--- config.mk ---
export PLATFORM = sky130hd
export DESIGN_NAME = fpu_minmax_reduce16
export DESIGN_NICKNAME = d
export VERILOG_FILES = /design/src/rtl/fpu_pkg.sv /design/src/rtl/fpuComp16.sv /design/src/rtl/fpu_minmax_reduce16.sv
export SDC_FILE = /design/constraint.sdc
export NUM_CORES = 1
export LEC_CHECK = 0
export ABC_AREA = 1
export CAP_MARGIN = 40
export CORE_MARGIN = 2
export CORE_UTILIZATION = 46
export DETAILED_ROUTE_END_ITERATION = 8
export PLACE_DENSITY = 0.75
export SYNTH_ARGS = -nofsm -noshare
export SYNTH_HDL_FRONTEND = slang
export SYNTH_SLANG_ARGS = --single-unit
export TNS_END_PERCENT = 100
--- constraint.sdc ---
create_clock -name clock -period 3.4 [get_ports clock]
set_clock_uncertainty 0.1 [all_clocks]
set_input_delay 1.02 -clock clock [delete_from_list [all_inputs] [get_ports clock]]
set_output_delay 1.02 -clock clock [all_outputs]
set_load 0.01 [all_outputs]
--- src/rtl/fpu_pkg.sv ---
// Shared fp16 types and constants for the FPU reduction path.
// Also holds the reduction FSM state encoding.
package fpu_pkg;

  typedef struct packed {
    logic       sign;
    logic [4:0] exp;
    logic [9:0] frac;
  } fp16_t;

  localparam fp16_t POS_ZERO = 16'h0000;
  localparam fp16_t NEG_ZERO = 16'h8000;
  localparam fp16_t ONE      = 16'h3C00;

  typedef enum logic [1:0] {
    IDLE  = 2'd0,
    ACCUM = 2'd1,
    DONE  = 2'd2
  } reduce_state_t;

endpackage

--- src/rtl/fpuComp16.sv ---
// fp16 comparator: pure combinational sign-magnitude ordering, -0 < +0,
// NaN/Inf patterns ordered by magnitude with no special-casing.
module fpuComp16
  import fpu_pkg::*;
(
  input  fp16_t a,
  input  fp16_t b,
  output logic  lt,
  output logic  gt
);

  // Map sign-magnitude onto an unsigned key so a plain compare gives the order.
  function automatic logic [15:0] order_key(input fp16_t v);
    logic [15:0] bits;
    bits = v;
    return v.sign ? ~bits : {1'b1, bits[14:0]};
  endfunction

  logic [15:0] key_a;
  logic [15:0] key_b;

  assign key_a = order_key(a);
  assign key_b = order_key(b);
  assign lt    = key_a < key_b;
  assign gt    = key_a > key_b;

endmodule

--- src/rtl/fpu_minmax_reduce16.sv ---
// Streaming fp16 min/max/argmin/argmax reduction, one element per cycle.
// Result is registered and held in DONE until out_ready; input stalls meanwhile.
module fpu_minmax_reduce16
  import fpu_pkg::*;
#(
  parameter int MAX_LEN = 256,
  parameter int IDX_W   = $clog2(MAX_LEN)
) (
  input  logic             clock,
  input  logic             reset_n,
  input  logic             in_valid,
  output logic             in_ready,
  input  fp16_t            in_data,
  input  logic             in_last,
  output logic             out_valid,
  input  logic             out_ready,
  output fp16_t            out_min,
  output fp16_t            out_max,
  output logic [IDX_W-1:0] out_min_idx,
  output logic [IDX_W-1:0] out_max_idx,
  output logic [IDX_W:0]   out_count,
  output logic             out_trunc
);

  localparam logic [IDX_W:0] LEN_LAST = (IDX_W+1)'(MAX_LEN - 1);

  reduce_state_t    state, state_nxt;
  fp16_t            min_q, max_q;
  logic [IDX_W-1:0] min_idx_q, max_idx_q;
  logic [IDX_W:0]   count_q;
  logic             trunc_q;

  logic             accept;
  logic [IDX_W:0]   idx_now;
  logic             full;
  logic             x_lt_min, x_gt_max;

  assign in_ready = reset_n && (state != DONE);
  assign accept   = in_valid && in_ready;
  // Index of the incoming element; count_q still holds the previous batch in IDLE.
  assign idx_now  = (state == IDLE) ? '0 : count_q;
  assign full     = (idx_now == LEN_LAST);

  fpuComp16 u_cmp_min (.a(in_data), .b(min_q), .lt(x_lt_min), .gt());
  fpuComp16 u_cmp_max (.a(in_data), .b(max_q), .lt(),        .gt(x_gt_max));

  always_ff @(posedge clock) begin
    if (!reset_n) state <= IDLE;
    else          state <= state_nxt;
  end

  always_comb begin
    state_nxt = state;
    case (state)
      IDLE, ACCUM: if (accept) state_nxt = (in_last || full) ? DONE : ACCUM;
      DONE:        if (out_ready) state_nxt = IDLE;
      default:     state_nxt = IDLE;
    endcase
  end

  always_ff @(posedge clock) begin
    if (!reset_n) begin
      min_q     <= POS_ZERO;
      max_q     <= POS_ZERO;
      min_idx_q <= '0;
      max_idx_q <= '0;
      count_q   <= '0;
      trunc_q   <= 1'b0;
    end else if (accept) begin
      if (state == IDLE) begin
        min_q     <= in_data;
        max_q     <= in_data;
        min_idx_q <= '0;
        max_idx_q <= '0;
      end else begin
        if (x_lt_min) begin
          min_q     <= in_data;
          min_idx_q <= idx_now[IDX_W-1:0];
        end
        if (x_gt_max) begin
          max_q     <= in_data;
          max_idx_q <= idx_now[IDX_W-1:0];
        end
      end
      count_q <= idx_now + 1'b1;
      trunc_q <= full && !in_last;
    end
  end

  assign out_valid   = (state == DONE);
  assign out_min     = min_q;
  assign out_max     = max_q;
  assign out_min_idx = min_idx_q;
  assign out_max_idx = max_idx_q;
  assign out_count   = count_q;
  assign out_trunc   = trunc_q;

endmodule
======== Word-level counts from Yosys, hierarchy flattened ========
Cells that the tools add are included.
storage, ports and cells
  input bits .............................. 21
  bits in registers ....................... 60
  output and inout bits ................... 60
  logic and storage cells ................. 51
cells by class
  eq/ne operators ......................... 6
  magnitude comparators ................... 2
  $add $sub $neg .......................... 1
  muxes and demuxes ....................... 16
  bitwise operators ....................... 3
  reductions and logical operators ........ 12
operators with widths
  operator               count
  $mux W16               7
  $not A16 Y16           3
  $mux W8                4
  $gt A16 B16 Y1         1
  $lt A16 B16 Y1         1
  $add A9 B1 Y9 const B  1
  $eq A9 B8 Y1 const B   1
  $mux W9                1
  $mux W2                3
  $reduce_and A2 Y1      3
  $ne A2 B2 Y1 const B   2
  $pmux W2 S2            1
  $reduce_bool A2 Y1     2
  $logic_and A1 B1 Y1    3
  $eq A2 B1 Y1 const B   1
  $eq A2 B2 Y1 const B   1
  $logic_not A2 Y1       1
  $ne A2 B1 Y1 const B   1
  $reduce_or A2 Y1       1
  $logic_not A1 Y1       1
  $logic_or A1 B1 Y1     1

======== Depth between registers and ports, before layout ========
Gate-level depths: netlist of the first run.
  depth in word-level cells ............... 7
  mapped depth ............................ 19
  mapped depth without buffers ............ 16

======== Cells and area by module ========
Synthesis of the first run repeated with hierarchy kept, for this count alone.
unflattened totals
  cells, all modules ...................... 479
  area, all modules ....................... 3686.0 um^2
modules (own cells, without submodules)
  module                 cells each  instances  seq. area each (um^2)  area an instance (um^2)
  fpu_minmax_reduce16    295         1          1201.2                 2301.0
  fpuComp16 (u_cmp_max)  92          1          0.0                    701.9
  fpuComp16 (u_cmp_min)  92          1          0.0                    683.2

======== Least setup slack after synthesis of the first run ========
No wires, ideal clock.
  path type ............................... input to register
  start ................................... in in_data[15] (netlist name)
  end ..................................... reg max_q (netlist bit out_max[0])
  path buffers ............................ 3
  path slack .............................. 0.080 ns
  setup time .............................. 0.070 ns
  cell stages on the path ................. 11
  data required time ...................... 3.230 ns
  arrival ................................. 3.150 ns
  cells stage by stage .................... buf_4 -> buf_1 -> xor2_1 -> ha_1 -> nand2_1 -> nor3_1 -> a41oi_1 -> nand2_1 -> clkbuf_1 -> nand3_1 -> a21oi_1
on the way
  longest elaborated chain between the ends .. 5
RTL lines
  what                                     RTL line                   source
  start, declared                          fpu_minmax_reduce16.sv:13  input fp16_t in_data,
  $not A16 Y16                             fpuComp16.sv:16            return v.sign ? ~bits : {1'b1, bits[14:0]};
  $mux W16 (*)                             fpuComp16.sv:16
  $gt A16 B16 Y1 (*)                       fpuComp16.sv:25            assign gt = key_a > key_b;
  $reduce_bool A2 Y1 (no source line) (*)  -
  $reduce_and A2 Y1 (no source line) (*)   -
  end signal, assigned                     fpu_minmax_reduce16.sv:72  max_q <= in_data;
  end signal, assigned                     fpu_minmax_reduce16.sv:81  max_q <= in_data;
  end, declared                            fpu_minmax_reduce16.sv:28  fp16_t min_q, max_q;
Every way passes the cells marked *; elsewhere a longest branch is shown, timed or not.
A chain may end at the register's enable or synchronous reset.

======== Final worst setup path of the first run ========
  start ................................... in reset_n
  end ..................................... out in_ready
on the way
  longest elaborated chain between the ends .. 1
RTL lines
  what                 RTL line                   source
  start, declared      fpu_minmax_reduce16.sv:10  input logic reset_n,
  $logic_and A1 B1 Y1  fpu_minmax_reduce16.sv:38  assign in_ready = reset_n && (state != DONE);
  end, declared        fpu_minmax_reduce16.sv:12  output logic in_ready,
No other way between the ends.

==> metrics.yaml, run 1 <==
grtUsageTotal_pct: 22.97
grt_max_degree: 32
reg2reg_to: "out_min_idx[6]"
wl_met2_um: 4919
routed.top_layer: "met4"
post_cts_buffers: 0
ys_warn_count: 0
layout.cells.most_common: "nand2_1"
post-place-ws_ns: -0.1936
cts.sinks: 60
netlist_instances: 494
row_count: 32
num_io_pins: 81
dpl.hpwl_um: 6921
multi_input_area_um2: 2185
hp-class: "flip-flop to flip-flop"
synth_cell_type_count: 33
start_util_pct: 47.23
path_clk_slew_ns: 0.06
whs_path_depth: 2
crit_path_end_kind: "output pin"
fmax_mhz: 301.2
place_congestion: 0.8946
clock_latency_ns: 0.34
fill_cells: 666
worst_hold_slack_ns: 0.3737
powerDensity_nw_per_um2: 464.4
critPathArrivalTime_ns: 2.20
fp.dieW_um: 92.62
num_antenna_cells: 0
post-route-period-util_pct: 97.66
setup_violations: 0
drv_slew: 0
grt_overflow_total: 0
cap_viol_max_count: 0
clockBufferDepth: 2
hold_violations: 0
leakage_nw: 2.027
vias: 3466
start_kind: "input pin"
dieArea_um2: 8578
area_delta_synth_final_pct: 35.61
layout_setup_ws_ns: 0.07940
critical_path_required_ns: 2.28
synthesis.nets: 548
hold_start: "out_trunc"
finalNetCount: 640
relSlewSlack_pct: 59.02
drt-vias-per-instance: 5.001
ir_worst_vdd_uv: 226.3
worst_hold_path.endpoint: "out_trunc"
wl_met1_um: 4028
yosysSeqAreaShare_pct: 33.25
antenna_found_initial: 0
seqCellArea_um2: 1201
worst_pin_slew_ns: 0.6124
synth-edff-count: 0
wl_um: 9570
drive_above_1_share_pct: 10.83
worstReg2RegStart: "out_min[15]"
reg2reg_depth: 14
cts_tree: "done"
numCtsBuffers: 9
cts_root_buf: "clkbuf_8"
dr.pass1.iters: 5
final_cell_mix: "nand2_1 (106), clkdlybuf4s50_1 (80), nor2_1 (66)"
cp_max_fo: 2
io_buffers: 80
grt_pass1_wl_um: 15840
worstSetupPathType: "input pin to output pin"
grt_pass1_vias: 3397
holdBufCountCts: 0
syn_area_um2: 3612
routedWlPerCell_um: 13.81
run_status: "complete, no violations"
drtAntennaViolNets: 0
h-tree-depth: 3
r2r_slack_ns: 0.78
core_um2: 7647
drc: 0
synth.avg_cell_area_um2: 7.312
ys_ff_latch: 60
route.met3.wl_um: 564
die_h_um: 92.62
drt_iter0_markers: 130
fin_crit_ns: 3.321
synth_ff_type: "dfxtp_1"
async_reset_ff_share_pct: 0
==> critical path, stage by stage <==
cell	delay, ns
clkdlybuf4s50_1	0.49
inv_2	0.06
nor2_4	0.10
clkdlybuf4s50_1	0.53
==> Yosys cell counts (6+ instances only) <==
cell	n	area [µm²]
a21oi_1	49	245.2
buf_2	7	35.03
clkbuf_1	9	33.78
dfxtp_1	60	1201
ha_1	33	412.9
inv_1	32	120.1
nand2_1	107	401.6
nand3_1	28	140.1
nand3b_1	8	60.06
nor2_1	66	247.7
nor3_1	6	30.03
o21ai_0	6	30.03
xnor2_1	29	254.0
xor2_1	15	131.4
==> cell type report <==
cell class              count  area share (%)
multi-input cells         371           44.60
clock inverters             4          0.9706
well taps                 102           2.605
repair buffers            107           21.25
inverters                  37           2.886
clock buffers              12           3.167
flip-flops and latches     60           24.52
==> sequential cells by signal, indices dropped and copies added (netlist names) <==
| register | cells |
|---|---|
| out_max_idx | 8 |
| out_min_idx | 8 |
| out_max | 16 |
| out_min | 16 |
| out_count | 9 |
| state | 2 |
| out_trunc | 1 |
==> kinds of logic after synthesis <==
logic type	count (synthesis)	share of synthesized area (%)
AND/OR/NAND/NOR	230	27.23
AO/OA/AOI/OAI	64	9.630
buffers and inverters	63	7.794
flip-flops	60	33.25
XOR/XNOR	44	10.67
adder cells (fa/ha/maj)	33	11.43
==> how the worst max path moves through the flow <==
stage,startpoint,end,slack (ns),depth (start not counted)
global placement,in_data[15],out_min_idx[6],-0.13,15
floorplan,in_data[15],out_max[0],0.08,11
global route,in_data[15],out_min_idx[6],-0.03,15
CTS,reset_n,in_ready,0.07,4
detailed placement,in_data[15],out_min_idx[6],-0.19,15
finish,reset_n,in_ready,0.08,4
==> where the power goes <==
part | internal, mW | total, mW | switching (mW)
clock network | 0.376 | 0.667 | 0.290
logic | 0.387 | 0.785 | 0.398
registers | 0.764 | 0.823 | 0.0596
==> through the flow <==
stage | instance area, µm² | setup TNS [ns] | power [mW] | cells | util [%]
global route | 4898 | -0.1021 | 2.419 | 693 | 64.05
global placement | 4641 | -3.054 | 1.587 | 677 | 60.68
CTS | 4843 | 0 | 2.282 | 693 | 63.33
floorplan | 3612 | 0 | 1.317 | 494 | -
detailed placement | 4641 | -5.967 | 1.613 | 677 | 60.68
finish | 4898 | 0 | 2.275 | 693 | 64.05
==> repair_timing <==
action,4_1_cts,5_1_grt
hold endpoints to repair,0,0
resized for setup,0,8
endpoints found under the setup margin,0,26
==> layer usage <==
metal  vias to the layer above  track usage (%)
met5                         -                0
met4                         0            7.843
met3                         6            4.394
met2                       100            41.00
met1                      1585            27.58
li1                       1775                -
Power figures use the tool's default switching activity.
==> run 2: changes to the inputs <==
Settings changed: SETUP_SLACK_MARGIN from default to 0.2.
==> run 2 against run 1 <==
Net effect:
- maximum frequency rose by 8.7%
- combinational power barely moved
- final area fell by 0.74%
- final cell count fell by 0.29%
- die area did not move
- core utilization fell by 0.47 points
- routed wire length rose by 1.2%
- critical path type is now input pin to flip-flop
- sequential power barely moved
==> metrics.yaml, run 2 (synthesis results as in run 1) <==
cap_viol_max_count: 0  # unchanged
num_io_pins: 81  # unchanged
critical_path_required_ns: 3.54  # +1.26 ns
io_buffers: 80  # unchanged
hp-class: "flip-flop to flip-flop"
wl_um: 9685  # +1.2%
drv_slew: 0  # unchanged
worst_pin_slew_ns: 0.6492  # +0.03681 ns
routedWlPerCell_um: 14.02  # +1.5%
fmax_mhz: 327.3  # +8.7%
rsz0062_at_grt: "no"
grt_pass1_wl_um: 16000  # +1.0%
fin_crit_ns: 3.055  # -0.2651 ns
clock_latency_ns: 0.35  # about the same
numCtsBuffers: 9  # unchanged
drive_above_1_share_pct: 9.677  # -1.2 points
use_met2_pct: 41.12  # +0.12 points
hold_violations: 0  # unchanged
place_congestion: 0.8864  # -0.92%
h-tree-depth: 3  # unchanged
holdBufCountCts: 0  # unchanged
finalNetCount: 640  # unchanged
grtUsageTotal_pct: 23.48  # +0.51 points
dieArea_um2: 8578  # unchanged
core_um2: 7647  # unchanged
drc: 0  # unchanged
start_util_pct: 47.23  # unchanged
leakage_nw: 2.037  # +0.48%
run_status: "complete, no violations"
grt-busiest-layer: "met2"
vias: 3523  # +1.6%
ir_worst_vdd_uv: 219.5  # -3.0%
dr.pass1.iters: 5  # unchanged
post-route-period-util_pct: 89.87  # -7.8 points
layout.cells.most_common: "nand2_1"
final_cells: 691  # -0.29%
num_antenna_cells: 0  # unchanged
worstSetupPathType: "input pin to flip-flop"
fp.dieW_um: 92.62  # unchanged
grt.met3_usage_pct: 5.777  # +1.4 points
grt_pass1_vias: 3463  # +1.9%
path_clk_slew_ns: 0.06  # about the same
critPathArrivalTime_ns: 3.20  # +1.00 ns
grt_max_degree: 32  # unchanged
clockBufferDepth: 2  # unchanged
dpl.hpwl_um: 6909  # -0.17%
setup_violations: 0  # unchanged
drt_iter0_markers: 237  # +82%
start_kind: "input pin"
powerDensity_nw_per_um2: 455.7  # -1.9%
grt_overflow_total: 0  # unchanged
antenna_found_initial: 0  # unchanged
placedCellCount: 676  # -0.15%
row_count: 32  # unchanged
seqCellArea_um2: 1201  # unchanged
cp_max_fo: 20  # +18
cts_root_buf: "clkbuf_8"
crit_path_end_kind: "flip-flop"
die_h_um: 92.62  # unchanged
grt_use_met1_pct: 27.35  # -0.23 points
multi_input_area_um2: 2155  # -1.4%
cts_tree: "done"
final_cell_mix: "nand2_1 (106), clkdlybuf4s50_1 (77), nor2_1 (66)"
area_delta_synth_final_pct: 34.60
drtAntennaViolNets: 0  # unchanged
cts.sinks: 60  # unchanged
fin_setup_tns_ns: 0  # unchanged
fill_cells: 690  # +3.6%
drt-vias-per-instance: 5.098  # +1.9%
relSlewSlack_pct: 56.56  # -2.5 points
[run 2: worst max-delay path, cell delays in order]
cell and delay, ns:
clkdlybuf4s50_1 0.57, xor2_1 0.29, ha_1 0.30, nand2_1 0.09
nor2_1 0.05, a211oi_1 0.17, nand2_1 0.08, nand2_1 0.07
nand2_2 0.08, nand2_2 0.14, buf_12 0.17, nand2_1 0.06
nand2_1 0.07, nor2_1 0.05
[run 2: metal layers]
metal / vias up / share of wire (%)
met3: 18 / 5.4
met5: - / 0
met4: 0 / 2.0
met2: 84 / 50
li1: 1777 / -
met1: 1644 / 43
[run 2: timing repair]
item	CTS	global route
gates resized for setup	1	7
setup endpoints to repair	1	48
setup buffers	0	0
gates cloned	0	1
[run 2: report_power, final]
part	internal, mW	total (mW)	switching (mW)
Clock	0.328	0.604	0.276
Combinational	0.391	0.788	0.397
Sequential	0.764	0.824	0.0599
[run 2: path summary, 6_finish.rpt]
kind,start,to,slack [ns],cells after the start
setup / recovery,in_data[7],out_min_idx[6],0.34,14
hold / removal,out_max_idx[4],out_max_idx[4],0.39,2
setup reg to reg,out_max[15],out_max[14],0.82,11
hold reg to reg,out_max_idx[4],out_max_idx[4],0.39,2
[run 2: final cells by class]
class	count	area share, %
multi-input cells	371	44.31
repair buffers	107	21.92
inverters	37	2.908
clock inverters	3	0.8235
well taps	102	2.625
clock buffers	11	2.702
flip-flops and latches	60	24.70
[run 2: per-stage QoR]
step	utilization [%]	hold WS, ns	setup slack, ns	power [mW]	cell area, µm²
global placement	60.59	0.3569	-0.1236	1.592	4633
detailed placement	60.59	0.3758	-0.1279	1.616	4633
CTS	62.81	0.3885	0.2242	2.219	4803
floorplan	-	0.3663	0.2772	1.317	3613
finish	63.58	0.3884	0.3445	2.216	4862
global route	63.58	0.4107	0.2113	2.365	4862
